## src/rtl/melody_pkg.sv

```systemverilog
// -----------------------------------------------------------------------------
// melody_pkg
// Shared definitions for the melody sequencer: pitch codes, the 50 MHz
// half-period table, the note entry layout, the song ROM and FSM states.
// No ports (package).
// -----------------------------------------------------------------------------
package melody_pkg;

   localparam int HP_W = 17;   // widest half-period (C4 = 95556) needs 17 bits

   localparam logic [3:0] PITCH_REST = 4'd0;
   localparam logic [3:0] PITCH_C4   = 4'd1;
   localparam logic [3:0] PITCH_D4   = 4'd2;
   localparam logic [3:0] PITCH_E4   = 4'd3;
   localparam logic [3:0] PITCH_F4   = 4'd4;
   localparam logic [3:0] PITCH_G4   = 4'd5;
   localparam logic [3:0] PITCH_A4   = 4'd6;
   localparam logic [3:0] PITCH_B4   = 4'd7;
   localparam logic [3:0] PITCH_C5   = 4'd8;
   localparam logic [3:0] PITCH_D5   = 4'd9;
   localparam logic [3:0] PITCH_E5   = 4'd10;
   localparam logic [3:0] PITCH_F5   = 4'd11;
   localparam logic [3:0] PITCH_G5   = 4'd12;
   localparam logic [3:0] PITCH_A5   = 4'd13;
   localparam logic [3:0] PITCH_B5   = 4'd14;
   localparam logic [3:0] PITCH_END  = 4'd15;

   // osc clocks per half cycle of each pitch at 50 MHz; rest/end entries are unused
   localparam logic [HP_W-1:0] HALF_PERIOD [0:15] = '{
      17'd0,     17'd95556, 17'd85131, 17'd75843, 17'd71586, 17'd63776,
      17'd56818, 17'd50619, 17'd47778, 17'd42566, 17'd37922, 17'd35793,
      17'd31888, 17'd28409, 17'd25310, 17'd0
   };

   typedef struct packed {
      logic [3:0] pitch;
      logic [3:0] dur;     // note lasts (dur+1) ticks
   } note_t;

   typedef enum logic [1:0] {
      ST_IDLE,
      ST_LOAD,
      ST_PLAY,
      ST_GAP
   } state_t;

   localparam note_t SONG [0:15] = '{
      {PITCH_C4, 4'd3}, {PITCH_E4, 4'd3}, {PITCH_G4, 4'd3}, {PITCH_REST, 4'd1},
      {PITCH_C5, 4'd7}, {PITCH_END, 4'd0}, {PITCH_D4, 4'd1}, {PITCH_F4, 4'd1},
      {PITCH_A4, 4'd1}, {PITCH_B4, 4'd1}, {PITCH_D5, 4'd1}, {PITCH_E5, 4'd1},
      {PITCH_F5, 4'd1}, {PITCH_G5, 4'd1}, {PITCH_A5, 4'd1}, {PITCH_B5, 4'd1}
   };

   // Scaled half-period; never below 2 so the tone divider always has a full step.
   function automatic logic [HP_W-1:0] half_period(input logic [3:0] pitch,
                                                   input int unsigned shift);
      logic [HP_W-1:0] hp;
      hp = HALF_PERIOD[pitch] >> shift;
      if (hp < 17'd2) hp = 17'd2;
      return hp;
   endfunction

   // Entries past the physical table read as an end marker.
   function automatic note_t song_entry(input int unsigned idx);
      note_t n;
      n = {PITCH_END, 4'd0};
      if (idx < 32'd16) n = SONG[idx[3:0]];
      return n;
   endfunction

endpackage

```

## src/rtl/melody_sequencer_if.sv

```systemverilog
// -----------------------------------------------------------------------------
// melody_sequencer_if
// Control/status bundle of the melody sequencer.
//   start, stop : controller -> sequencer
//   buzzer      : tone output to the piezo pin
//   busy, done  : playback status (done is a one-cycle pulse)
//   note_idx    : index of the current song entry
// Modports: master = surrounding control logic, slave = melody_sequencer.
// -----------------------------------------------------------------------------
interface melody_sequencer_if #(parameter int IDX_W = 4);
   logic             start;
   logic             stop;
   logic             buzzer;
   logic             busy;
   logic             done;
   logic [IDX_W-1:0] note_idx;

   modport master (output start, output stop,
                   input buzzer, input busy, input done, input note_idx);
   modport slave  (input start, input stop,
                   output buzzer, output busy, output done, output note_idx);
endinterface

```

## src/rtl/melody_sequencer_tone_gen.sv

```systemverilog
// -----------------------------------------------------------------------------
// tone_gen
// Programmable half-period square-wave divider.
//   clk, rst_n : clock, asynchronous active-low reset
//   restart    : clear the counter and start the wave high
//   enable     : run the divider; output forced low when clear
//   hp         : half-period in clocks (>= 2)
//   buzzer     : square-wave output
// -----------------------------------------------------------------------------
module tone_gen
   import melody_pkg::*;
(
   input  logic            clk,
   input  logic            rst_n,
   input  logic            restart,
   input  logic            enable,
   input  logic [HP_W-1:0] hp,
   output logic            buzzer
);

   logic [HP_W-1:0] cnt_reg;
   logic            out_reg;

   always_ff @(posedge clk or negedge rst_n) begin
      if (!rst_n) begin
         cnt_reg <= '0;
         out_reg <= 1'b0;
      end else if (restart) begin
         cnt_reg <= '0;
         out_reg <= 1'b1;
      end else if (enable) begin
         if (cnt_reg == hp - HP_W'(1)) begin
            cnt_reg <= '0;
            out_reg <= ~out_reg;
         end else begin
            cnt_reg <= cnt_reg + HP_W'(1);
         end
      end
   end

   // Gating is combinational so a stop or note change silences the pin at once.
   assign buzzer = out_reg & enable;

endmodule

```

## src/rtl/melody_sequencer.sv

```systemverilog
// -----------------------------------------------------------------------------
// melody_sequencer
// Steps through the song ROM in melody_pkg, playing each entry through
// tone_gen for (dur+1)*TICK_DIV clocks, separated by a 1-clock LOAD.
//   osc   : system clock
//   rst_n : asynchronous active-low reset
//   bus   : melody_sequencer_if.slave (start, stop, buzzer, busy, done, note_idx)
// Build option: define MELODY_GAP_EN to insert a silent gap of
// GAP_TICKS*TICK_DIV clocks after every note (GAP_TICKS must be >= 1).
// -----------------------------------------------------------------------------
module melody_sequencer
   import melody_pkg::*;
#(
   parameter int TICK_DIV  = 5_000_000,
   parameter int HP_SHIFT  = 0,
   parameter int SONG_LEN  = 16,
   parameter int GAP_TICKS = 1
)
(
   input  logic                  osc,
   input  logic                  rst_n,
   melody_sequencer_if.slave     bus
);

   localparam int IDX_W = $clog2(SONG_LEN);
   // One counter times both notes (up to 16 ticks) and gaps.
   localparam int DUR_MAX = TICK_DIV * ((GAP_TICKS > 16) ? GAP_TICKS : 16);
   localparam int DUR_W   = $clog2(DUR_MAX);
   // Index carries one extra bit so it can reach SONG_LEN itself.
   localparam logic [IDX_W:0] SONG_END = (IDX_W+1)'(SONG_LEN);

   state_t            state_reg, state_next;
   logic [IDX_W:0]    idx_reg, idx_next;
   logic [DUR_W-1:0]  dur_reg, dur_next;
   logic [HP_W-1:0]   hp_reg, hp_next;
   logic              done_reg, done_next;
   logic              tone_restart;
   logic              tone_en;
   logic              tone_out;
   note_t             cur_note;
   logic              at_end;

   always_comb begin
      cur_note = song_entry(32'(idx_reg));
      at_end   = (cur_note.pitch == PITCH_END) || (idx_reg == SONG_END);
   end

   always_ff @(posedge osc or negedge rst_n) begin
      if (!rst_n) begin
         state_reg <= ST_IDLE;
         idx_reg   <= '0;
         dur_reg   <= '0;
         hp_reg    <= '0;
         done_reg  <= 1'b0;
      end else begin
         state_reg <= state_next;
         idx_reg   <= idx_next;
         dur_reg   <= dur_next;
         hp_reg    <= hp_next;
         done_reg  <= done_next;
      end
   end

   always_comb begin
      state_next   = state_reg;
      idx_next     = idx_reg;
      dur_next     = dur_reg;
      hp_next      = hp_reg;
      done_next    = 1'b0;
      tone_restart = 1'b0;
      if (bus.stop) begin
         // stop beats start and suppresses done; the index is left as is
         state_next = ST_IDLE;
      end else begin
         case (state_reg)
            ST_IDLE: begin
               if (bus.start) begin
                  idx_next   = '0;
                  state_next = ST_LOAD;
               end
            end
            ST_LOAD: begin
               if (at_end) begin
                  done_next  = 1'b1;
                  state_next = ST_IDLE;
               end else begin
                  hp_next      = half_period(cur_note.pitch, HP_SHIFT);
                  dur_next     = DUR_W'((int'(cur_note.dur) + 1) * TICK_DIV - 1);
                  tone_restart = 1'b1;
                  state_next   = ST_PLAY;
               end
            end
            ST_PLAY: begin
               if (dur_reg == '0) begin
`ifdef MELODY_GAP_EN
                  dur_next   = DUR_W'(GAP_TICKS * TICK_DIV - 1);
                  state_next = ST_GAP;
`else
                  idx_next   = idx_reg + 1'b1;
                  state_next = ST_LOAD;
`endif
               end else begin
                  dur_next = dur_reg - 1'b1;
               end
            end
            ST_GAP: begin
`ifdef MELODY_GAP_EN
               if (dur_reg == '0) begin
                  idx_next   = idx_reg + 1'b1;
                  state_next = ST_LOAD;
               end else begin
                  dur_next = dur_reg - 1'b1;
               end
`else
               state_next = ST_IDLE;   // unreachable without the gap option
`endif
            end
            default: state_next = ST_IDLE;
         endcase
      end
   end

   // Rests keep the divider disabled, so the pin stays low for the whole note.
   assign tone_en = (state_reg == ST_PLAY) && (cur_note.pitch != PITCH_REST);

   tone_gen u_tone_gen (
      .clk     (osc),
      .rst_n   (rst_n),
      .restart (tone_restart),
      .enable  (tone_en),
      .hp      (hp_reg),
      .buzzer  (tone_out)
   );

   assign bus.buzzer   = tone_out;
   assign bus.busy     = (state_reg != ST_IDLE);
   assign bus.done     = done_reg;
   assign bus.note_idx = idx_reg[IDX_W-1:0];

endmodule

```

## src/flat_wrapper.sv

```systemverilog
// flat-port wrapper written by rule: the top's interface ports become plain ports
module melody_sequencer_flat import melody_pkg::*;
#(
   parameter int TICK_DIV  = 5_000_000,
   parameter int HP_SHIFT  = 0,
   parameter int SONG_LEN  = 16,
   parameter int GAP_TICKS = 1
)
  (osc, rst_n, bus_start, bus_stop, bus_buzzer, bus_busy, bus_done, bus_note_idx);
  melody_sequencer_if #(.IDX_W(4)) bus_i ();
  input  logic osc;
  input  logic rst_n;
  input wire logic [$bits(bus_i.start)-1:0] bus_start;
  input wire logic [$bits(bus_i.stop)-1:0] bus_stop;
  output wire logic [$bits(bus_i.buzzer)-1:0] bus_buzzer;
  output wire logic [$bits(bus_i.busy)-1:0] bus_busy;
  output wire logic [$bits(bus_i.done)-1:0] bus_done;
  output wire logic [$bits(bus_i.note_idx)-1:0] bus_note_idx;
  assign bus_i.start = bus_start;
  assign bus_i.stop = bus_stop;
  assign bus_buzzer = bus_i.buzzer;
  assign bus_busy = bus_i.busy;
  assign bus_done = bus_i.done;
  assign bus_note_idx = bus_i.note_idx;
  melody_sequencer #(.TICK_DIV(TICK_DIV), .HP_SHIFT(HP_SHIFT), .SONG_LEN(SONG_LEN), .GAP_TICKS(GAP_TICKS)) u_core (.osc(osc), .rst_n(rst_n), .bus(bus_i));
endmodule
```

## config.mk

```make
export PLATFORM = sky130hd
export DESIGN_NAME = melody_sequencer_flat
export DESIGN_NICKNAME = d
export VERILOG_FILES = /design/src/rtl/melody_pkg.sv /design/src/rtl/melody_sequencer_if.sv /design/src/rtl/melody_sequencer_tone_gen.sv /design/src/rtl/melody_sequencer.sv /design/src/flat_wrapper.sv
export SDC_FILE = /design/constraint.sdc
export NUM_CORES = 1
export LEC_CHECK = 0
export CAP_MARGIN = 20
export CORE_MARGIN = 3
export CORE_UTILIZATION = 55
export CTS_CLUSTER_SIZE = 28
export DETAILED_ROUTE_END_ITERATION = 10
export PLACE_DENSITY = 0.78
export SYNTH_ARGS = -nofsm -noshare
export SYNTH_HDL_FRONTEND = slang
export SYNTH_SLANG_ARGS = --single-unit
```

## constraint.sdc

```tcl
create_clock -name osc -period 13.1 [get_ports osc]
set_clock_uncertainty 0.05 [all_clocks]
set_input_delay 1.965 -clock osc [delete_from_list [all_inputs] [get_ports osc]]
set_output_delay 1.965 -clock osc [all_outputs]
set_load 0.05 [all_outputs]
```

# --- Word level (Yosys, flattened, before mapping) ---
# Memories as Yosys holds them, arrays and structs flattened.
# Index checks and enable logic that the tools add are counted.
classes:
  add_sub_neg: 6
  mul: 1
  n_lt_le_gt_ge: 4
  eq_ne: 12
  n_mux: 29
  bitwise: 6
  reduce_logical: 15
op_table:
  columns: ["op", "count"]
  rows:
  - ["$mux 17", 6]
  - ["$mux 27", 2]
  - ["$pmux 27 s2", 1]
  - ["$mul 32x18->21 const B", 1]
  - ["$logic_not 27->1", 1]
  - ["$sub 27x1->27 const B", 1]
  - ["$sub 27x2->27 const B", 1]
  - ["$mux 8", 3]
  - ["$add 17x1->17 const B", 1]
  - ["$eq 17x17->1", 1]
  - ["$lt 17x2->1 const B", 1]
  - ["$sub 17x1->17 const B", 1]
  - ["$ge 5x5->1 const B", 2]
  - ["$mux 5", 2]
  - ["$not 4->5", 2]
  - ["$pmux 5 s2", 1]
  - ["$reduce_bool 2->1", 5]
  - ["$mux 1", 9]
  - ["$mux 2", 4]
  - ["$pmux 2 s4", 1]
  - ["$reduce_and 4->1", 2]
  - ["$ne 2x2->1 const B", 3]
  - ["$add 4x1->5 const B", 1]
  - ["$add 5x1->5 const B", 1]
  - ["16 further kinds", 20]
totals:
  ff_bits: 70
  romBits: 400
  in_bits: 4
  output_inout_bits: 7
  elab_cells: 82
  mem_count: 2
memory_table:
  columns: ["name", "words", "word_bits", "rd", "rd_ports_with_merged_regs", "write_ports", "line_no", "text"]
  rows:
  - ["(name not given)", 16, 17, 1, 0, 0, "melody_pkg.sv:58", "hp = HALF_PERIOD[pitch] >> shift;"]
  - ["(name not given)", 16, 8, 1, 0, 0, "melody_pkg.sv:67", "if (idx < 32'd16) n = SONG[idx[3:0]];"]

# --- Depth between registers and ports, before layout ---
# Gate-level depths: netlist of the first run.
logic_depth:
  ltp_word: 12
  mapped_depth: 23
  mapped_depth_nobuf: 22

# --- By module ---
# From an unflattened synthesis of the first run, not the netlist that was laid out.
hier_totals:
  hier_cells: 741
  hier_area_um2: 6103.4
by_module_without_submodules:
  columns: ["mod", "instances", "cells_each", "area_per_inst_um2", "seq_area_each_um2"]
  rows:
  - ["melody_sequencer", 1, 555, 4546.9, 1301.2]
  - ["tone_gen", 1, 186, 1556.5, 450.4]

# --- Worst setup path before layout of the first run ---
# No wires, ideal clock.
synth_path:
  kind: "register -> register"
  startpoint: "register u_core.idx_reg[0]"
  endpoint: "register u_core.dur_reg[23]"
  setup_time_ns: 0.126
  t_arrival_ns: 5.229
  required_ns: 12.924
  setup_slack_ns: 7.695
  stages_incl_launch_ff: 22
  path_buffers: 0
  synth_period_minus_slack_ns: 5.405
  path_cell_list: "dfrtp_1 -> inv_1 -> ha_1 -> o21ai_0 -> nor3_1 -> ha_1 -> xnor2_1 -> ha_1 -> inv_1 -> fa_1 -> inv_1 -> ha_1 -> inv_1 -> fa_1 -> xor2_1 -> nand3_1 -> nor4_1 -> nand3_1 -> or4b_2 -> nor3_1 -> xor2_1 -> a221o_1"
synth_via:
  elab_chain_cells: 10
  word_cells_on_any_way: 16
  classes_between: "add/sub (2); mul (1); order compare (1); eq/ne (3); mux (5); bitwise (1); reduce/logical (2); memory (1)"
synth_lines:
  columns: ["item", "line_no", "text"]
  rows:
  - ["start, declared", "melody_sequencer.sv:33", "logic [IDX_W:0] idx_reg, idx_next;"]
  - ["start signal, assigned", "melody_sequencer.sv:57", "idx_reg <= idx_next;"]
  - ["$not 4->5 (implied by the code)", "melody_pkg.sv:67", null]
  - ["$mem_v2 16x8", null, null]
  - ["$mux 8 (implied by the code) (2 in a row)", "melody_pkg.sv:67", null]
  - ["$mux 8", "melody_pkg.sv:67", null]
  - ["$add 4x1->5", "melody_sequencer.sv:88", "dur_next = DUR_W'((int'(cur_note.dur) + 1) * TICK_DIV - 1);"]
  - ["$mul 32x18->21", "melody_sequencer.sv:88", null]
  - ["$sub 27x2->27", "melody_sequencer.sv:88", null]
  - ["$mux 27", "melody_sequencer.sv:83", "if (at_end) begin"]
  - ["$pmux 27 s2", "melody_sequencer.sv:75", "case (state_reg)"]
  - ["end signal, assigned", "melody_sequencer.sv:58", "dur_reg <= dur_next;"]
  - ["end, declared", "melody_sequencer.sv:34", "logic [DUR_W-1:0] dur_reg, dur_next;"]
# Parallel ways exist; a longest one is shown, timed or not. The select of a mux whose other input is x is not followed.
# A chain may end at the register's enable or synchronous reset.

# --- Final worst setup path of the first run ---
layout_path:
  startpoint: "register u_core.idx_reg[0]"
  endpoint: "output bus_buzzer"
layout_via:
  elab_chain_cells: 8
  word_cells_on_any_way: 9
  classes_between: "order compare (1); mux (3); bitwise (2); reduce/logical (2); memory (1)"
layout_lines:
  columns: ["item", "line_no", "text"]
  rows:
  - ["$not 4->5 (implied by the code)", "melody_pkg.sv:67", null]
  - ["$mem_v2 16x8", null, null]
  - ["$mux 8 (implied by the code) (2 in a row)", "melody_pkg.sv:67", null]
  - ["$mux 8 (*)", "melody_pkg.sv:67", null]
  - ["$reduce_bool 4->1 (*)", "melody_sequencer.sv:124", "assign tone_en = (state_reg == ST_PLAY) && (cur_note.pitch != PITCH_REST);"]
  - ["$logic_and 1x1->1 (*)", "melody_sequencer.sv:124", null]
  - ["$and 1x1->1 (*)", "melody_sequencer_tone_gen.sv:42", "assign buzzer = out_reg & enable;"]
  - ["end, declared", "flat_wrapper.sv:15", "output wire logic [$bits(bus_i.buzzer)-1:0] bus_buzzer;"]
# Every way passes the cells marked *; elsewhere a longest branch is shown, timed or not. The select of a mux whose other input is x is not followed.

==> results of run 1 <==
[where the power goes]
group          internal [mW]  switching (mW)
logic                  0.126           0.183
registers              0.272          0.0745
clock network          0.131          0.0875
total                  0.529           0.345
[through the flow]
| step | area, um2 | utilization [%] | power, mW | setup WS [ns] | instances |
|---|---|---|---|---|---|
| 2_1_floorplan | 5960 | - | 0.572 | 7.69 | 749 |
| 3_3_place_gp | 6110 | 58.6 | 0.634 | 7.32 | 864 |
| 3_5_place_dp | 6110 | 58.6 | 0.652 | 7.05 | 864 |
| 4_1_cts | 6350 | 61.0 | 0.873 | 6.94 | 880 |
| 5_1_grt | 6360 | 61.0 | 0.936 | 6.53 | 881 |
| 6_report | 6360 | 61.0 | 0.874 | 6.88 | 881 |
[layer usage]
metal | track usage, % | share of wire [%] | up-vias
met5 | 0 | 0 | -
met4 | 10.5 | 2.7 | 0
met3 | 5.01 | 4.8 | 34
met2 | 40.7 | 47 | 182
met1 | 34.0 | 46 | 2602
li1 | - | - | 2652
[cells in the mapped netlist (4+ instances only)]
library cell,count
a211oi_1,7
a21o_1,4
a21oi_1,49
a22o_1,4
a31oi_1,16
and2_1,5
and3_1,7
buf_4,4
clkbuf_1,27
dfrtp_1,70
ha_1,47
inv_1,43
mux2_2,5
nand2_1,87
nand2b_1,11
nand3_1,29
nand3b_1,4
nand4_1,8
nor2_1,61
nor2b_1,4
nor3_1,18
nor4_1,11
o211ai_1,7
o21ai_0,65
o22ai_1,7
o31ai_1,9
or3_1,17
or4_1,7
xnor2_1,38
xor2_1,24
[logic make-up (layout without fill, tap and decap cells)]
logic type	Yosys count	after routing	share of synthesized area, %
XOR/XNOR	62	62	9.12
multiplexers	8	8	1.66
flip-flops	70	70	29.4
AND/OR/NAND/NOR	286	286	23.8
adder cells (fa/ha/maj)	50	50	10.9
buffers and inverters	80	76	5.46
AO/OA/AOI/OAI	192	192	19.6
other	1	1	0.0630
[cell type report]
type                    count  area (um2)
clock inverters             6         109
flip-flops and latches     70        1750
repair buffers             17         145
fillers                   907        4060
multi-input cells         599        3880
inverters                  43         161
clock buffers              10         138
well taps                 136         170
[worst paths after layout]
kind | slack (ns) | start | end | cells past startpoint
max | 6.88 | u_core.idx_reg[0]$_DFFE_PN0P_ | bus_buzzer | 11
min | 0.45 | u_core.dur_reg[13]$_DFFE_PN0P_ | u_core.dur_reg[13]$_DFFE_PN0P_ | 2
max reg2reg | 6.94 | u_core.idx_reg[0]$_DFFE_PN0P_ | u_core.dur_reg[23]$_DFFE_PN0P_ | 18
min reg2reg | 0.45 | u_core.dur_reg[13]$_DFFE_PN0P_ | u_core.dur_reg[13]$_DFFE_PN0P_ | 2
max in group asynchronous | 10.36 | rst_n | u_core.dur_reg[2]$_DFFE_PN0P_ | 2
min in group asynchronous | 1.62 | rst_n | u_core.hp_reg[5]$_DFFE_PN0P_ | 1
[worst max-delay path, stage by stage (launching register included)]
cell and delay [ns]:
dfrtp_1 0.56, inv_1 0.16, ha_1 0.24, nand2_1 0.06, o21ai_0 0.08, o211ai_1 0.73
inv_1 0.27, ha_1 0.39, a21oi_1 0.17, buf_4 0.23, and2_1 0.14, clkdlybuf4s50_1 0.79
[layout by cell type, fill, tap and decap left out, drive strengths merged, types with 8 or more instances in the layout]
cell | synthesis | final
inv | 43 | 43
a21oi | 49 | 49
a31oi | 16 | 16
nand3 | 29 | 29
nor2 | 62 | 62
nor3 | 18 | 18
clkdlybuf4s50 | 0 | 9
nor4 | 11 | 11
nand4 | 8 | 8
o21ai | 66 | 66
ha | 47 | 47
xnor2 | 38 | 38
or4 | 9 | 9
dfrtp | 70 | 70
clkbuf | 27 | 11
nand2b | 11 | 11
xor2 | 24 | 24
nand2 | 87 | 87
o31ai | 9 | 9
or3 | 17 | 17
==> flow_metrics.tcl, run 1 <==
set metrics [dict create \
    endpoint_kind "output port" \
    yosysWarnings 0 \
    clkLatencyLatePin_ns 0.36 \
    ant_nets 0 \
    clk_pin_slew_ns 0.08 \
    arrival_ns 4.21 \
    wl_um 14800 \
    yosysUniqueCellTypes 61 \
    globalplace.congestion 0.944 \
    largest_reg_flops 27 \
    grt_pass1_wl_um 24700 \
    power.density_nw_per_um2 138 \
    via_count 5470 \
    synth.top_cell.area_share_pct 29.4 \
    synthCells 749 \
    synth_nets 803 \
    critPathRequiredTime_ns 11.09 \
    fin_crit_ns 6.22 \
    setup_tns_ns 0 \
    min_period_over_period_pct 47.5 \
    hp-class "register to register" \
    viasPerCell 6.21 \
    worstSetupPathType "register to output port" \
    dr.pass1.iters 5 \
    synth_area_leader_cell "dfrtp_1" \
    wl_per_cell_um 16.8 \
    fp.dieW_um 110 \
    drcViolationCount 0 \
    antennaDiodeCount 0 \
    ys_ff_latch 70 \
    rows 37 \
    port_buffers 10 \
    antenna_found_initial 0 \
    status "finished clean" \
    startpoint_type "register" \
    synth_edf_count 0 \
    die_y_um 110 \
    drt_iter0_drc 587 \
    layout-drive-gt1-share_pct 5.50 \
    slew_violations 0 \
    post_cts_resized 0 \
    die_area_um2 12100 \
    area_growth_pct 6.74 \
    tightest_slew_ns 1.00 \
    hpwl_um 10600 \
    root_buffer "clkbuf_8" \
    holdWs_ns 0.452 \
    netlist_area_um2 5960 \
    cts.sinks 70 \
    finalHoldViolations 0 \
    grt_max_degree 52 \
    ys.flop_type "dfrtp_1" \
    ys_seq_area_share_pct 29.4 \
    post_cts_buffers 0 \
    postCtsHoldBufs 0 \
    leakagePower_nw 2.64 \
    overflow 0 \
    grt.total_usage_pct 25.6 \
    setup_viol 0 \
    cts_buffers 9 \
    yosys-top-cells-area "dfrtp_1 (29%), ha_1 (9.9%), xnor2_1 (5.6%), nand2_1 (5.5%), o21ai_0 (5.5%)" \
    cts_buffer_depth 2 \
    maxCapViolCount 0 \
    rsz0062_at_grt "false" \
    cts_tree "built" \
    max-vdd-ir-drop_uv 84.9 \
    core_area_um2 10400 \
    grt_pass1_vias 5171 \
    ios 11 \
    htreeDepth 3 \
    max_freq_ghz 0.161 \
    maxSlewHeadroom_pct 32.9 \
    synthArstFlopShare_pct 100 \
    start_util_pct 57.2 \
    avgSynthCellArea_um2 7.95 \
    layout.nets 794 \
    crit_fanout 13 \
]
Power figures use the tool's default switching activity.
==> inputs of run 2 (changes only) <==
==> constraint.sdc (replaced) <==
create_clock -name osc -period 6.2 [get_ports osc]
set_clock_uncertainty 0.05 [all_clocks]
set_input_delay 0.93 -clock osc [delete_from_list [all_inputs] [get_ports osc]]
set_output_delay 0.93 -clock osc [all_outputs]
set_load 0.05 [all_outputs]
==> flow_metrics.tcl, run 2 (same netlist as run 1, synthesis figures left out) <==
set metrics [dict create \
    status "finished clean" \
    cp_slowest_stage_delay_ns 0.69 \
    start_util_pct 57.2 \
    rsz0062_at_grt "false" \
    max_freq_ghz 0.176 \
    root_buffer "clkbuf_8" \
    area_growth_pct 6.49 \
    globalplace.congestion 0.920 \
    tightest_slew_ns 1.01 \
    ios 11 \
    fin_crit_ns 5.70 \
    die_y_um 110 \
    critPathRequiredTime_ns 6.38 \
    rows 37 \
    layout-drive-gt1-share_pct 5.75 \
    holdWs_ns 0.453 \
    drt_iter0_drc 473 \
    clkLatencyLatePin_ns 0.35 \
    antenna_found_initial 0 \
    grt_max_degree 52 \
    switching_power_mw 0.726 \
    worstSetupPathType "register to register" \
    via_count 5424 \
    setup_viol 0 \
    wl_per_cell_um 16.6 \
    endpoint_kind "register" \
    hp-class "register to register" \
    cts.sinks 70 \
    maxCapViolCount 0 \
    core_area_um2 10400 \
    nFillCells 907 \
    regArea_um2 1750 \
    layout_commonest_cell "nand2_1" \
    overflow 0 \
    crit_slowest_cell "or4b_2" \
    finalHoldViolations 0 \
    wl_um 14600 \
    dp.cells 867 \
    grt.total_usage_pct 25.9 \
    stdcell_count 884 \
    leakagePower_nw 2.63 \
    grt_pass1_vias 5291 \
    seq_power_share_pct 40.8 \
    setup_ws_ns 0.505 \
    hpwl_um 10600 \
    largest_reg_flops 27 \
    total_power_mw 1.78 \
    switching_share_pct 40.8 \
    setup_tns_ns 0 \
    slew_violations 0 \
    htreeDepth 3 \
    startpoint_type "register" \
    clk_pin_slew_ns 0.08 \
    clkPwrFrac_pct 22.0 \
    grt_pass1_wl_um 24900 \
    power.density_nw_per_um2 280 \
    max-vdd-ir-drop_uv 178 \
    arrival_ns 5.88 \
    layout.nets 797 \
    dr.pass1.iters 5 \
    drcViolationCount 0 \
    min_period_over_period_pct 91.9 \
    port_buffers 10 \
    multi_input_comb_area_um2 3890 \
    die_area_um2 12100 \
    cts_tree "built" \
    path_cells "inv_1 -> ha_1 -> o21ai_0 -> nor3_1 -> ha_1 -> xnor2_2 -> ha_1 -> inv_1 -> fa_1 -> inv_1 -> ha_1 -> inv_1 -> fa_1 -> xor2_1 -> nand3_1 -> nor4_1 -> nand3_1 -> or4b_2 -> nor3_1 -> xor2_1 -> a221o_1" \
    ant_nets 0 \
    viasPerCell 6.14 \
    intPower_mw 1.05 \
    crit_fanout 11 \
    maxSlewHeadroom_pct 32.7 \
    antennaDiodeCount 0 \
    fp.dieW_um 110 \
    cts_buffers 9 \
    cts_buffer_depth 2 \
    layout_common_cells "nand2_1 (87), dfrtp_1 (70), o21ai_0 (65)" \
    place_ws_ns 0.422 \
    postCtsHoldBufs 0 \
    power_frac_comb_pct 37.2 \
]
run 2: repair_timing:
action / CTS / global route
gates resized for setup: 0 / 1
buffers inserted: 0 / 0
endpoints found under the setup margin: 0 / 1
run 2: per-stage QoR:
step	utilization, %	area [um2]
after global routing	60.9	6340
final	60.9	6340
after floorplan	-	5960
after global placement	58.8	6130
after CTS	60.8	6330
after detailed placement	58.8	6130
run 2: path summary, 6_finish.rpt:
| path | start | end | slack, ns | cells after the start |
|---|---|---|---|---|
| max | u_core.idx_reg[0]$_DFFE_PN0P_ | u_core.dur_reg[23]$_DFFE_PN0P_ | 0.50 | 21 |
| min | u_core.dur_reg[13]$_DFFE_PN0P_ | u_core.dur_reg[13]$_DFFE_PN0P_ | 0.45 | 2 |
| min in group asynchronous | rst_n | u_core.hp_reg[1]$_DFFE_PN0P_ | 0.61 | 1 |
| max in group asynchronous | rst_n | u_core.dur_reg[3]$_DFFE_PN0P_ | 4.47 | 2 |
| max reg2reg | u_core.idx_reg[0]$_DFFE_PN0P_ | u_core.dur_reg[23]$_DFFE_PN0P_ | 0.50 | 21 |
| min reg2reg | u_core.dur_reg[13]$_DFFE_PN0P_ | u_core.dur_reg[13]$_DFFE_PN0P_ | 0.45 | 2 |
run 2: area by class of cell:
cell class | instances | share of cell area (%)
well taps | 136 | 2.68
clock buffers | 13 | 2.51
inverters | 43 | 2.54
repair buffers | 20 | 2.64
flip-flops and latches | 70 | 27.6
multi-input cells | 599 | 61.3
clock inverters | 3 | 0.671
run 2: worst max-delay path, delay by kind of cell, from the launching register on:
family                     cells  cell delay [ns]
adders and majority gates      6             1.85
and+or+nand+nor                6             1.64
xor gates and xnor gates       3             0.60
DFF                            1             0.55
AOI/OAI and AO/OA              2             0.51
buffers and inverters          4             0.36
run 2: per-layer routing:
metal	share of wire, %	global-route usage (%)	wire, um
met1	45	33.5	6650
met2	48	42.9	6960
met3	4.5	5.01	657
met4	2.5	10.2	360
met5	0	0	0
run 2: power by group through the flow:
| stage | registers, mW | logic [mW] | clock network (mW) |
|---|---|---|---|
| after floorplan | 0.677 | 0.530 | 0 |
| after global placement | 0.720 | 0.622 | 0 |
| after detailed placement | 0.729 | 0.652 | 0 |
| after CTS | 0.722 | 0.657 | 0.396 |
| after global routing | 0.750 | 0.741 | 0.420 |
| final | 0.726 | 0.662 | 0.391 |
